[src/rtl/id_ex_stage.sv]
// ----------------------------------------------------------------------------
// id_ex_stage
//
// Pipeline register between decode and execute. It captures one decoded
// instruction per valid/ready handshake and drives the ALU S, T and Ctr
// inputs from registered state. RAW hazards are resolved by forwarding from
// the EX/MEM and MEM/WB result buses. Forwarding happens at capture, and it
// also happens while a held instruction is stalled ("hold-snoop"), so the
// operands stay coherent with writes that retire during the stall.
//
// Handshake: a transfer happens on an edge where valid && ready are both 1.
// in_ready = !out_valid || out_ready. This lets capture and consume occur in
// the same cycle, and lets the stage refill when it is empty. The producer
// must keep its payload stable while valid && !ready. Flush does not touch
// in_ready, so decode sees its handshake complete and must drop the
// instruction itself.
//
// Ports:
//   clk, reset                          clock, async active-high reset
//   in_valid / in_ready                 decode -> stage handshake
//   in_rs_addr, in_rt_addr, in_rd_addr  source/destination registers
//   in_rs_data, in_rt_data, in_imm      operand sources
//   in_alu_src, in_alu_ctr, in_reg_write  decoded control
//   flush                               discard held or incoming instruction
//   exm_*, wb_*                         EX/MEM and MEM/WB forwarding buses
//   out_valid / out_ready               stage -> execute handshake
//   alu_s, alu_t, alu_ctr               registered ALU inputs
//   out_rd_addr, out_reg_write          registered destination / write enable
// ----------------------------------------------------------------------------
module id_ex_stage #(
    parameter int DW = 32,
    parameter int AW = 5
) (
    input  logic          clk,
    input  logic          reset,
    input  logic          in_valid,
    output logic          in_ready,
    input  logic [AW-1:0] in_rs_addr,
    input  logic [AW-1:0] in_rt_addr,
    input  logic [AW-1:0] in_rd_addr,
    input  logic [DW-1:0] in_rs_data,
    input  logic [DW-1:0] in_rt_data,
    input  logic [DW-1:0] in_imm,
    input  logic          in_alu_src,
    input  logic [2:0]    in_alu_ctr,
    input  logic          in_reg_write,
    input  logic          flush,
    input  logic          exm_reg_write,
    input  logic [AW-1:0] exm_rd_addr,
    input  logic [DW-1:0] exm_result,
    input  logic          wb_reg_write,
    input  logic [AW-1:0] wb_rd_addr,
    input  logic [DW-1:0] wb_data,
    output logic          out_valid,
    input  logic          out_ready,
    output logic [DW-1:0] alu_s,
    output logic [DW-1:0] alu_t,
    output logic [2:0]    alu_ctr,
    output logic [AW-1:0] out_rd_addr,
    output logic          out_reg_write
);

    // Latched source addresses and operand select, used for hold-snoop.
    logic [AW-1:0] held_rs;
    logic [AW-1:0] held_rt;
    logic          held_alu_src;

    logic capture;
    logic consume;
    logic hold;

    assign in_ready = !out_valid || out_ready;
    assign capture  = in_valid && in_ready && !flush;
    assign consume  = out_valid && out_ready;
    assign hold     = out_valid && !out_ready && !flush;

    // Register 0 reads as zero. EX/MEM is the younger result, so it wins
    // over MEM/WB.
    function automatic logic [DW-1:0] fwd(input logic [AW-1:0] addr,
                                          input logic [DW-1:0] regdata);
        logic [DW-1:0] r;
        if (addr == '0)
            r = '0;
        else if (exm_reg_write && exm_rd_addr == addr)
            r = exm_result;
        else if (wb_reg_write && wb_rd_addr == addr)
            r = wb_data;
        else
            r = regdata;
        return r;
    endfunction

    always_ff @(posedge clk or posedge reset) begin
        if (reset) begin
            out_valid     <= 1'b0;
            alu_s         <= '0;
            alu_t         <= '0;
            alu_ctr       <= '0;
            out_rd_addr   <= '0;
            out_reg_write <= 1'b0;
            held_rs       <= '0;
            held_rt       <= '0;
            held_alu_src  <= 1'b0;
        end else if (flush) begin
            // Data registers keep their values. Only validity and the write
            // enable drop.
            out_valid     <= 1'b0;
            out_reg_write <= 1'b0;
        end else if (capture) begin
            out_valid     <= 1'b1;
            alu_s         <= fwd(in_rs_addr, in_rs_data);
            alu_t         <= in_alu_src ? in_imm : fwd(in_rt_addr, in_rt_data);
            alu_ctr       <= in_alu_ctr;
            out_rd_addr   <= in_rd_addr;
            out_reg_write <= in_reg_write;
            held_rs       <= in_rs_addr;
            held_rt       <= in_rt_addr;
            held_alu_src  <= in_alu_src;
        end else if (consume) begin
            out_valid     <= 1'b0;
            out_reg_write <= 1'b0;
        end else if (hold) begin
            // A stalled operand picks up any result for its source register
            // that retires while it waits. An immediate T operand never changes.
            alu_s <= fwd(held_rs, alu_s);
            if (!held_alu_src)
                alu_t <= fwd(held_rt, alu_t);
        end
    end

endmodule

[config.mk]
export PLATFORM = sky130hd
export DESIGN_NAME = id_ex_stage
export DESIGN_NICKNAME = d
export VERILOG_FILES = /design/src/rtl/id_ex_stage.sv
export SDC_FILE = /design/constraint.sdc
export NUM_CORES = 1
export LEC_CHECK = 0
export CORE_MARGIN = 4
export CORE_UTILIZATION = 36
export CTS_BUF_LIST = sky130_fd_sc_hd__clkbuf_2 sky130_fd_sc_hd__clkbuf_4 sky130_fd_sc_hd__clkbuf_8
export DETAILED_ROUTE_END_ITERATION = 12
export PLACE_DENSITY_LB_ADDON = 0.2
export SLEW_MARGIN = 40
export SYNTH_ARGS = -nofsm -noshare
export SYNTH_HDL_FRONTEND = slang
export SYNTH_SLANG_ARGS = --single-unit
[constraint.sdc]
create_clock -name clk -period 3.1 [get_ports clk]
set_input_delay 0.775 -clock clk [delete_from_list [all_inputs] [get_ports clk]]
set_output_delay 0.775 -clock clk [all_outputs]
set_load 0.02 [all_outputs]
# [Word level (Yosys, flattened, before mapping)]
# Index checks and enable logic that the tools add are counted.
[totals] regBits=85 latch_bits=0 ramBits=0 romBits=0 in_bits=197 word_cells=73 mem_count=0
[classes] n_addsub=0 mul=0 div=0 n_lt_le_gt_ge=0 n_eq_ne=10 shift=0 n_mux=25 n_bitwise=1 n_reduce_logical=28
[op_table] operator="$mux 32" count=20
[op_table] operator="$eq 5x5->1" count=8
[op_table] operator="$logic_not 5->1" count=4
[op_table] operator="$logic_and 1x1->1" count=13
[op_table] operator="$reduce_bool 4->1" count=2
[op_table] operator="$mux 1" count=5
[op_table] operator="$reduce_and 5->1" count=1
[op_table] operator="$reduce_and 4->1" count=1
[op_table] operator="$logic_not 1->1" count=3
[op_table] operator="$reduce_bool 3->1" count=1
[op_table] operator="$ne 2x1->1 const B" count=1
[op_table] operator="$ne 2x2->1 const B" count=1
[op_table] operator="$reduce_and 2->1" count=1
[op_table] operator="$reduce_bool 2->1" count=1
[op_table] operator="$logic_or 1x1->1" count=1
[op_table] operator="$not 1->1" count=1

# [Longest topological paths before layout]
# Gate-level depths: netlist of the first run.
[depth] ltp_word=9 depth_mapped=10

# [Worst setup path after synthesis of the first run]
# No wires, ideal clock.
[synth_timing] kind="input to register" start="input out_ready" end="register alu_s[11]" setup_ns=0.125 t_arrival_ns=2.416 setup_slack_ns=0.559 stages=7 path_buffers=1 path_cell_list="nor2b_1 > inv_1 > nand3b_1 > o21ai_1 > o31ai_2 > buf_2 > mux2_2"
[synth_between] elab_chain_cells=5 elab_cells_between_ends=12 classes_between="eq/ne: 1; mux: 1; reduce/logical: 10"
[synth_lines] item="from (decl)" line="55" source="input logic out_ready,"
[synth_lines] item="$logic_or 1x1->1 (*)" line="72" source="assign in_ready = !out_valid || out_ready;"
[synth_lines] item="named net in_ready" line="37" source="output logic in_ready,"
[synth_lines] item="$logic_and 1x1->1 (*) (2 in a row)" line="73" source="assign capture = in_valid && in_ready && !flush;"
[synth_lines] item="$reduce_bool 4->1 (no source line), or another cell as far along"
[synth_lines] item="$reduce_and 4->1 (no source line)"
[synth_lines] item="to (signal assigned)" line="111" source="alu_s <= fwd(in_rs_addr, in_rs_data);"
[synth_lines] item="to (signal assigned)" line="125" source="alu_s <= fwd(held_rs, alu_s);"
[synth_lines] item="to (decl)" line="56" source="output logic [DW-1:0] alu_s,"
# Mark *: on every way through the listed nets, which the timed path passes. The rest lies on a longest branch.
# A chain may end at the register's enable or synchronous reset.

# [Worst setup path in the final report of the first run]
[layout_timing] start="input wb_rd_addr[4]" end="register alu_t[4]"
[layout_between] elab_chain_cells=7 elab_cells_between_ends=11 classes_between="eq/ne: 2; mux: 5; reduce/logical: 4"
[layout_lines] item="from (decl)" line="52" source="input logic [AW-1:0] wb_rd_addr,"
[layout_lines] item="$eq 5x5->1" line="86" source="else if (wb_reg_write && wb_rd_addr == addr)"
[layout_lines] item="$logic_and 1x1->1" line="86"
[layout_lines] item="$mux 32" line="86"
[layout_lines] item="$mux 32" line="84" source="else if (exm_reg_write && exm_rd_addr == addr)"
[layout_lines] item="$mux 32" line="82" source="if (addr == '0)"
[layout_lines] item="$mux 32" line="112" source="alu_t <= in_alu_src ? in_imm : fwd(in_rt_addr, in_rt_data);"
[layout_lines] item="$mux 32" line="109" source="end else if (capture) begin"
[layout_lines] item="to (signal assigned)" line="112"
[layout_lines] item="to (signal assigned)" line="127" source="alu_t <= fwd(held_rt, alu_t);"
[layout_lines] item="to (decl)" line="57" source="output logic [DW-1:0] alu_t,"
# Parallel ways exist; a longest one is shown, timed or not.

==> impl_metrics.csv, run 1 <==
group,metric,value,unit
floorplan,io_pins,272,
synth,synthDistinctLibCells,40,
synth,syn_avg_cell_area,8.07,um2
timing,finalSetupTns,0,ns
floorplan,die_x,142,um
clocking,post_cts_resized,0,
clocking,cts_num_sinks,85,
drt,finalWirelength,25900,um
clocking,cts_buffers,9,
pwr,powerDensity,511,nW/um2
outcome,status,"complete, no violations",
floorplan,dieArea,20200,um2
critical_path,cpPeakStageDelay,0.52,ns
placement,io_buffers,271,
critical_path,worst-path-buf-inv,2,
critical_path,cp_max_fo,17,
critical_path,crit_slowest_cell,"clkdlybuf4s50_1",
grt,grt_pass1_wl,39800,um
synth,syn_area,6490,um2
cells_and_area,n_antenna_cell,0,
timing,fmax,351,MHz
grt,grt_usage,24.8,%
grt,grt_max_degree,42,
floorplan,start_util,37.1,%
placement,dp.cells,1274,
drt,drt-pass1-iter-count,5,
clocking,root_buffer,"clkbuf_8",
synth,synth-seq-cells,85,
clocking,cts_setup_buffers,0,
clocking,hold_buffers,0,
floorplan,rows,48,
cells_and_area,fin_cells,1290,
drt,ant_nets,0,
clocking,clock_latency,0.38,ns
timing,drv_slew,0,
placement,postPlaceCellArea,9810,um2
synth,synth.net_count,1001,
synth,yosysSeqAreaShare,32.8,%
timing,tightestPinTransition,0.825,ns
cells_and_area,area_growth,54.2,%
floorplan,core_area,17500,um2
placement,dp_hpwl,18800,um
pwr,power,5.11,mW
drt,viasPerCell,5.59,
job,drv_cap,0,
timing,hold_viol,0,
timing,fin_worst_skew,0.00862,ns
timing,rsz0062_at_grt,"false",
grt,antenna_found_initial,0,
cells_and_area,final_nets,1258,
critical_path,cpLargestDelayFamily,"simple AND/OR/NAND/NOR gates",
floorplan,die_h,142,um
cells_and_area,drive_above_1_share,8.92,%
critical_path,required,3.41,ns
synth,ys_warn_count,0,
clocking,cts_max_path_buffers,2,
critical_path,critPathArrivalTime,3.15,ns
pwr,power.leakage,3.92,nW
critical_path,critPathCaptureType,"register",
pwr,vdd_drop_max,0.000371,V
critical_path,path_cells,"clkdlybuf4s50_1 > xor2_1 > nor4_1 > and3_2 > buf_12 > nand2_1 > a311o_1 > a31oi_1",
placement,place_congestion,0.908,
drt,vias,7217,
clocking,tritoncts,"built",
grt,grt_pass1_vias,7145,
drt,drcViolationCount,0,
timing,period_minus_slack,2.85,ns
timing,slew_headroom,45.0,%
grt,grt_overflow,0,
timing,setup_violations,0,
drt,drt_iter0_drc,451,
clocking,h-tree-depth,3,
synth,syn-instance-count,804,
drt,wl_per_cell,20.1,um
critical_path,cp-start-kind,"input port",
cells_and_area,fillers,1604,
timing,whs,0.481,ns
critical_path,critical_path_class,"input port to register",
timing,period_share,91.9,%
clocking,clk_pin_slew,0.10,ns
cells_and_area,stdcell_area,10000,um2
min_path,hp-class,"register to register",
-- routing by layer --
layer | up-vias | track usage (%) | share of wire, %
met5 | - | 0 | 0
li1 | 3429 | - | -
met4 | 0 | 8.64 | 2.3
met1 | 3432 | 32.7 | 42
met2 | 315 | 40.8 | 47
met3 | 41 | 4.91 | 8.6
-- worst register-to-register path, cell delays in order, from the launching register on --
cell and delay [ns]:
dfrtp_1 0.45, or4_1 0.61, o21ai_4 0.19, buf_4 0.39
o22ai_1 0.15, mux2_2 0.27
-- kinds of logic (layout without fill, tap and decap cells) --
| family | count (synthesis) | count (layout) | share of synthesized area [%] |
|---|---|---|---|
| xor gates and xnor gates | 40 | 40 | 5.40 |
| buffers and inverters | 76 | 337 | 5.03 |
| DFF | 85 | 85 | 32.8 |
| AOI/OAI and AO/OA | 226 | 226 | 26.5 |
| and+or+nand+nor | 306 | 306 | 19.2 |
| muxes | 71 | 71 | 11.0 |
-- path summary, 6_finish.rpt --
path	start	end	slack, ns	cells after the start
worst max-delay path	wb_rd_addr[4]	alu_t[4]	0.25	8
worst min-delay path	out_rd_addr[3]	out_rd_addr[3]	0.48	2
worst max register to register	held_rs[1]	alu_s[3]	0.92	5
worst min register to register	out_rd_addr[3]	out_rd_addr[3]	0.48	2
max in group asynchronous	reset	alu_s[25]	1.73	3
min in group asynchronous	reset	alu_t[6]	0.73	2
-- where the power goes --
part | total [mW] | internal, mW | switching, mW
clock network | 0.756 | 0.316 | 0.441
registers | 1.75 | 1.50 | 0.250
logic | 2.60 | 1.31 | 1.29
total | 5.11 | 3.13 | 1.98
-- sequential cells by signal, summed over array words and instances (netlist names) --
| name | flops |
|---|---|
| alu_s | 32 |
| alu_t | 32 |
| held_rs | 5 |
| held_rt | 5 |
| out_rd_addr | 5 |
| alu_ctr | 3 |
| held_alu_src | 1 |
| out_reg_write | 1 |
| out_valid | 1 |
-- cells in the mapped netlist --
cell type,instances,area [um2]
xor2_1,29,254
nand3b_1,1,7.51
o31ai_2,1,12.5
nand2_1,177,664
or4_1,3,22.5
a32oi_1,1,8.76
a311o_1,32,320
nor2_1,101,379
dfrtp_1,85,2130
o311a_1,1,10.0
o31a_1,1,8.76
nor3b_2,1,12.5
xnor2_1,11,96.3
mux2i_1,66,661
nor4_1,6,37.5
nand4_1,1,6.26
nor2b_1,1,6.26
nand3b_2,1,11.3
buf_4,5,37.5
clkbuf_1,50,188
buf_2,18,90.1
mux2_2,5,56.3
and2_1,1,6.26
o22a_1,26,228
a221oi_1,26,228
nor4_4,1,21.3
a21oi_1,3,15.0
and3_1,5,31.3
inv_1,2,7.51
o22ai_1,5,31.3
a221oi_2,5,75.1
or2_2,2,12.5
a31oi_1,32,200
nand3_1,2,10.0
o21ai_0,56,280
o21ai_1,5,25.0
nand2b_1,2,12.5
nor3_1,1,5.00
buf_1,1,3.75
a2bb2oi_1,32,280
-- cell usage in the layout (no fill, tap or decap), drive strengths merged, types with 2 or more instances in the layout --
cell type	netlist	routed
clkdlybuf4s50	0	270
nand2	177	177
nor2	101	101
dfrtp	85	85
mux2i	66	66
o21ai	61	61
buf	24	50
a2bb2oi	32	32
a311o	32	32
a31oi	32	32
a221oi	31	31
xor2	29	29
o22a	26	26
xnor2	11	11
clkbuf	50	11
nor4	7	7
o22ai	5	5
mux2	5	5
and3	5	5
or4	3	3
a21oi	3	3
or2	2	2
nand2b	2	2
nand3	2	2
clkinv	0	2
clkinvlp	0	2
nand3b	2	2
inv	2	2
-- final cells by class --
type                       count  area [um2]  area share, %
clock buffer                  11         145           1.45
clock inverter                 4        25.0          0.250
inverter                       2        10.0          0.100
multi-input combinational    643        4130           41.3
sequential                    85        2130           21.3
tap                          225         282           2.81
timing repair buffer         320        3280           32.8
-- stage by stage --
step / setup slack [ns] / util (%)
5_1_grt: 0.145 / 57.2
3_5_place_dp: -0.114 / 56.1
3_3_place_gp: -0.101 / 56.1
4_1_cts: 0.296 / 57.1
6_report: 0.253 / 57.2
2_1_floorplan: 0.132 / -
Power figures use the tool's default switching activity.
==> inputs of run 2 (changes only) <==
Settings changed: SETUP_SLACK_MARGIN set to 0.2.
==> impl_metrics.csv, run 2 (synthesis results as in run 1) <==
group,metric,value,unit
drt,drt_iter0_drc,489,
timing,tightestPinTransition,0.672,ns
drt,viasPerCell,5.62,
timing,setup_violations,0,
critical_path,rr_endpoint,"alu_s[11]",
placement,io_buffers,271,
clocking,cts_buffers,9,
clocking,clk_pin_slew,0.09,ns
pwr,vdd_drop_max,0.000303,V
floorplan,dieArea,20200,um2
grt,grt_pass1_wl,41200,um
cells_and_area,final_common_cell,"clkdlybuf4s50_1",
cells_and_area,fillers,1647,
cells_and_area,n_antenna_cell,0,
pwr,powerDensity,523,nW/um2
clocking,root_buffer,"clkbuf_8",
placement,postPlaceCellArea,9860,um2
placement,dp_hpwl,18800,um
clocking,cts_setup_buffers,0,
critical_path,cp-start-kind,"input port",
critical_path,reg2reg_slack,0.94,ns
critical_path,cp_max_fo,2,
timing,rsz0062_at_grt,"false",
timing,fmax,359,MHz
cells_and_area,area_growth,56.0,%
cells_and_area,fin_util,57.9,%
floorplan,rows,48,
timing,drv_slew,0,
drt,ant_nets,0,
cells_and_area,most-common-layout-cells,"270 x clkdlybuf4s50_1, 177 x nand2_1, 100 x nor2_1",
critical_path,critical_path_class,"input port to primary output",
min_path,hold_depth,2,
drt,finalWirelength,26400,um
floorplan,core_area,17500,um2
critical_path,critPathCaptureType,"primary output",
floorplan,io_pins,272,
pwr,power.leakage,3.97,nW
critical_path,r2r_cells,5,
placement,place_congestion,0.891,
timing,slew_headroom,55.2,%
clocking,cts_max_path_buffers,2,
critical_path,critPathArrivalTime,2.01,ns
critical_path,timing.rr.start,"held_rs[1]",
grt,grt_max_degree,86,
min_path,hp-class,"register to register",
floorplan,die_x,142,um
grt,grt_usage,25.6,%
clocking,h-tree-depth,3,
timing,fin_worst_skew,0.0100,ns
min_path,whs_endpoint,"alu_s[18]",
grt,grt_pass1_vias,7555,
drt,vias,7293,
min_path,min_from,"alu_s[18]",
critical_path,required,2.32,ns
timing,period_share,89.8,%
cells_and_area,stdcell_area,10100,um2
cells_and_area,drive_above_1_share,9.51,%
floorplan,start_util,37.1,%
outcome,status,"complete, no violations",
drt,wl_per_cell,20.4,um
cells_and_area,reg.largest.list,"alu_s: 32 flops, alu_t: 32 flops",
grt,grt_overflow,0,
cells_and_area,final_nets,1264,
cells_and_area,fin_cells,1297,
job,drv_cap,0,
timing,finalSetupTns,0,ns
timing,hold_viol,0,
cells_and_area,multiInputGateArea,4140,um2
cells_and_area,seq_area,2130,um2
clocking,clock_latency,0.37,ns
timing,period_minus_slack,2.78,ns
drt,drcViolationCount,0,
clocking,cts_num_sinks,85,
clocking,tritoncts,"built",
timing,whs,0.485,ns
drt,drt-pass1-iter-count,5,
placement,dp.cells,1280,
grt,antenna_found_initial,0,
floorplan,die_h,142,um
[run 2: worst max path at each step]
| stage | from | end | slack, ns |
|---|---|---|---|
| 3_3_place_gp | wb_rd_addr[3] | alu_t[14] | -0.12 |
| 2_1_floorplan | out_ready | alu_s[11] | 0.56 |
| 5_1_grt | wb_rd_addr[3] | alu_t[12] | 0.25 |
| 4_1_cts | wb_rd_addr[3] | alu_t[12] | 0.27 |
| 6_report | out_ready | in_ready | 0.32 |
| 3_5_place_dp | wb_rd_addr[3] | alu_t[12] | -0.13 |
[run 2: per-layer routing]
| metal | vias to the layer above | wire length [um] | GRT usage (%) |
|---|---|---|---|
| met5 | - | 0 | 0 |
| met4 | 0 | 491 | 7.68 |
| met3 | 30 | 2190 | 5.11 |
| met2 | 319 | 12800 | 43.0 |
| met1 | 3493 | 10900 | 33.4 |
| li1 | 3451 | - | - |
[run 2: worst max-delay path, cell delays in order]
cell,delay [ns]
clkdlybuf4s50_1,0.49
nor2b_1,0.06
inv_1,0.07
clkdlybuf4s50_1,0.61
[run 2: where the power goes]
group / switching [mW] / internal, mW / leakage [nW] / total (mW)
combinational: 1.29 / 1.32 / 2.84 / 2.61
sequential: 0.246 / 1.50 / 1.02 / 1.75
clock: 0.457 / 0.475 / 0.112 / 0.933
total: 1.99 / 3.30 / 3.97 / 5.29
[run 2: final cells by class]
| class | instances | share of cell area, % |
|---|---|---|
| Multi-Input combinational cell | 643 | 40.9 |
| Inverter | 2 | 0.111 |
| Timing Repair Buffer | 326 | 33.0 |
| Clock buffer | 10 | 1.36 |
| Sequential cell | 85 | 21.0 |
| Clock inverter | 6 | 0.853 |
| Tap cell | 225 | 2.78 |
[run 2: repair_timing]
action                     in CTS  in global routing
hold buffers                    0                  0
setup endpoints to repair       0                 16
resized for setup               0                  1
[run 2: metrics by stage]
stage	setup slack (ns)	power (mW)
after detailed placement	-0.128	4.38
after CTS	0.272	5.33
after floorplan	0.559	2.97
after global placement	-0.124	4.36
final	0.317	5.29
after global routing	0.252	5.60
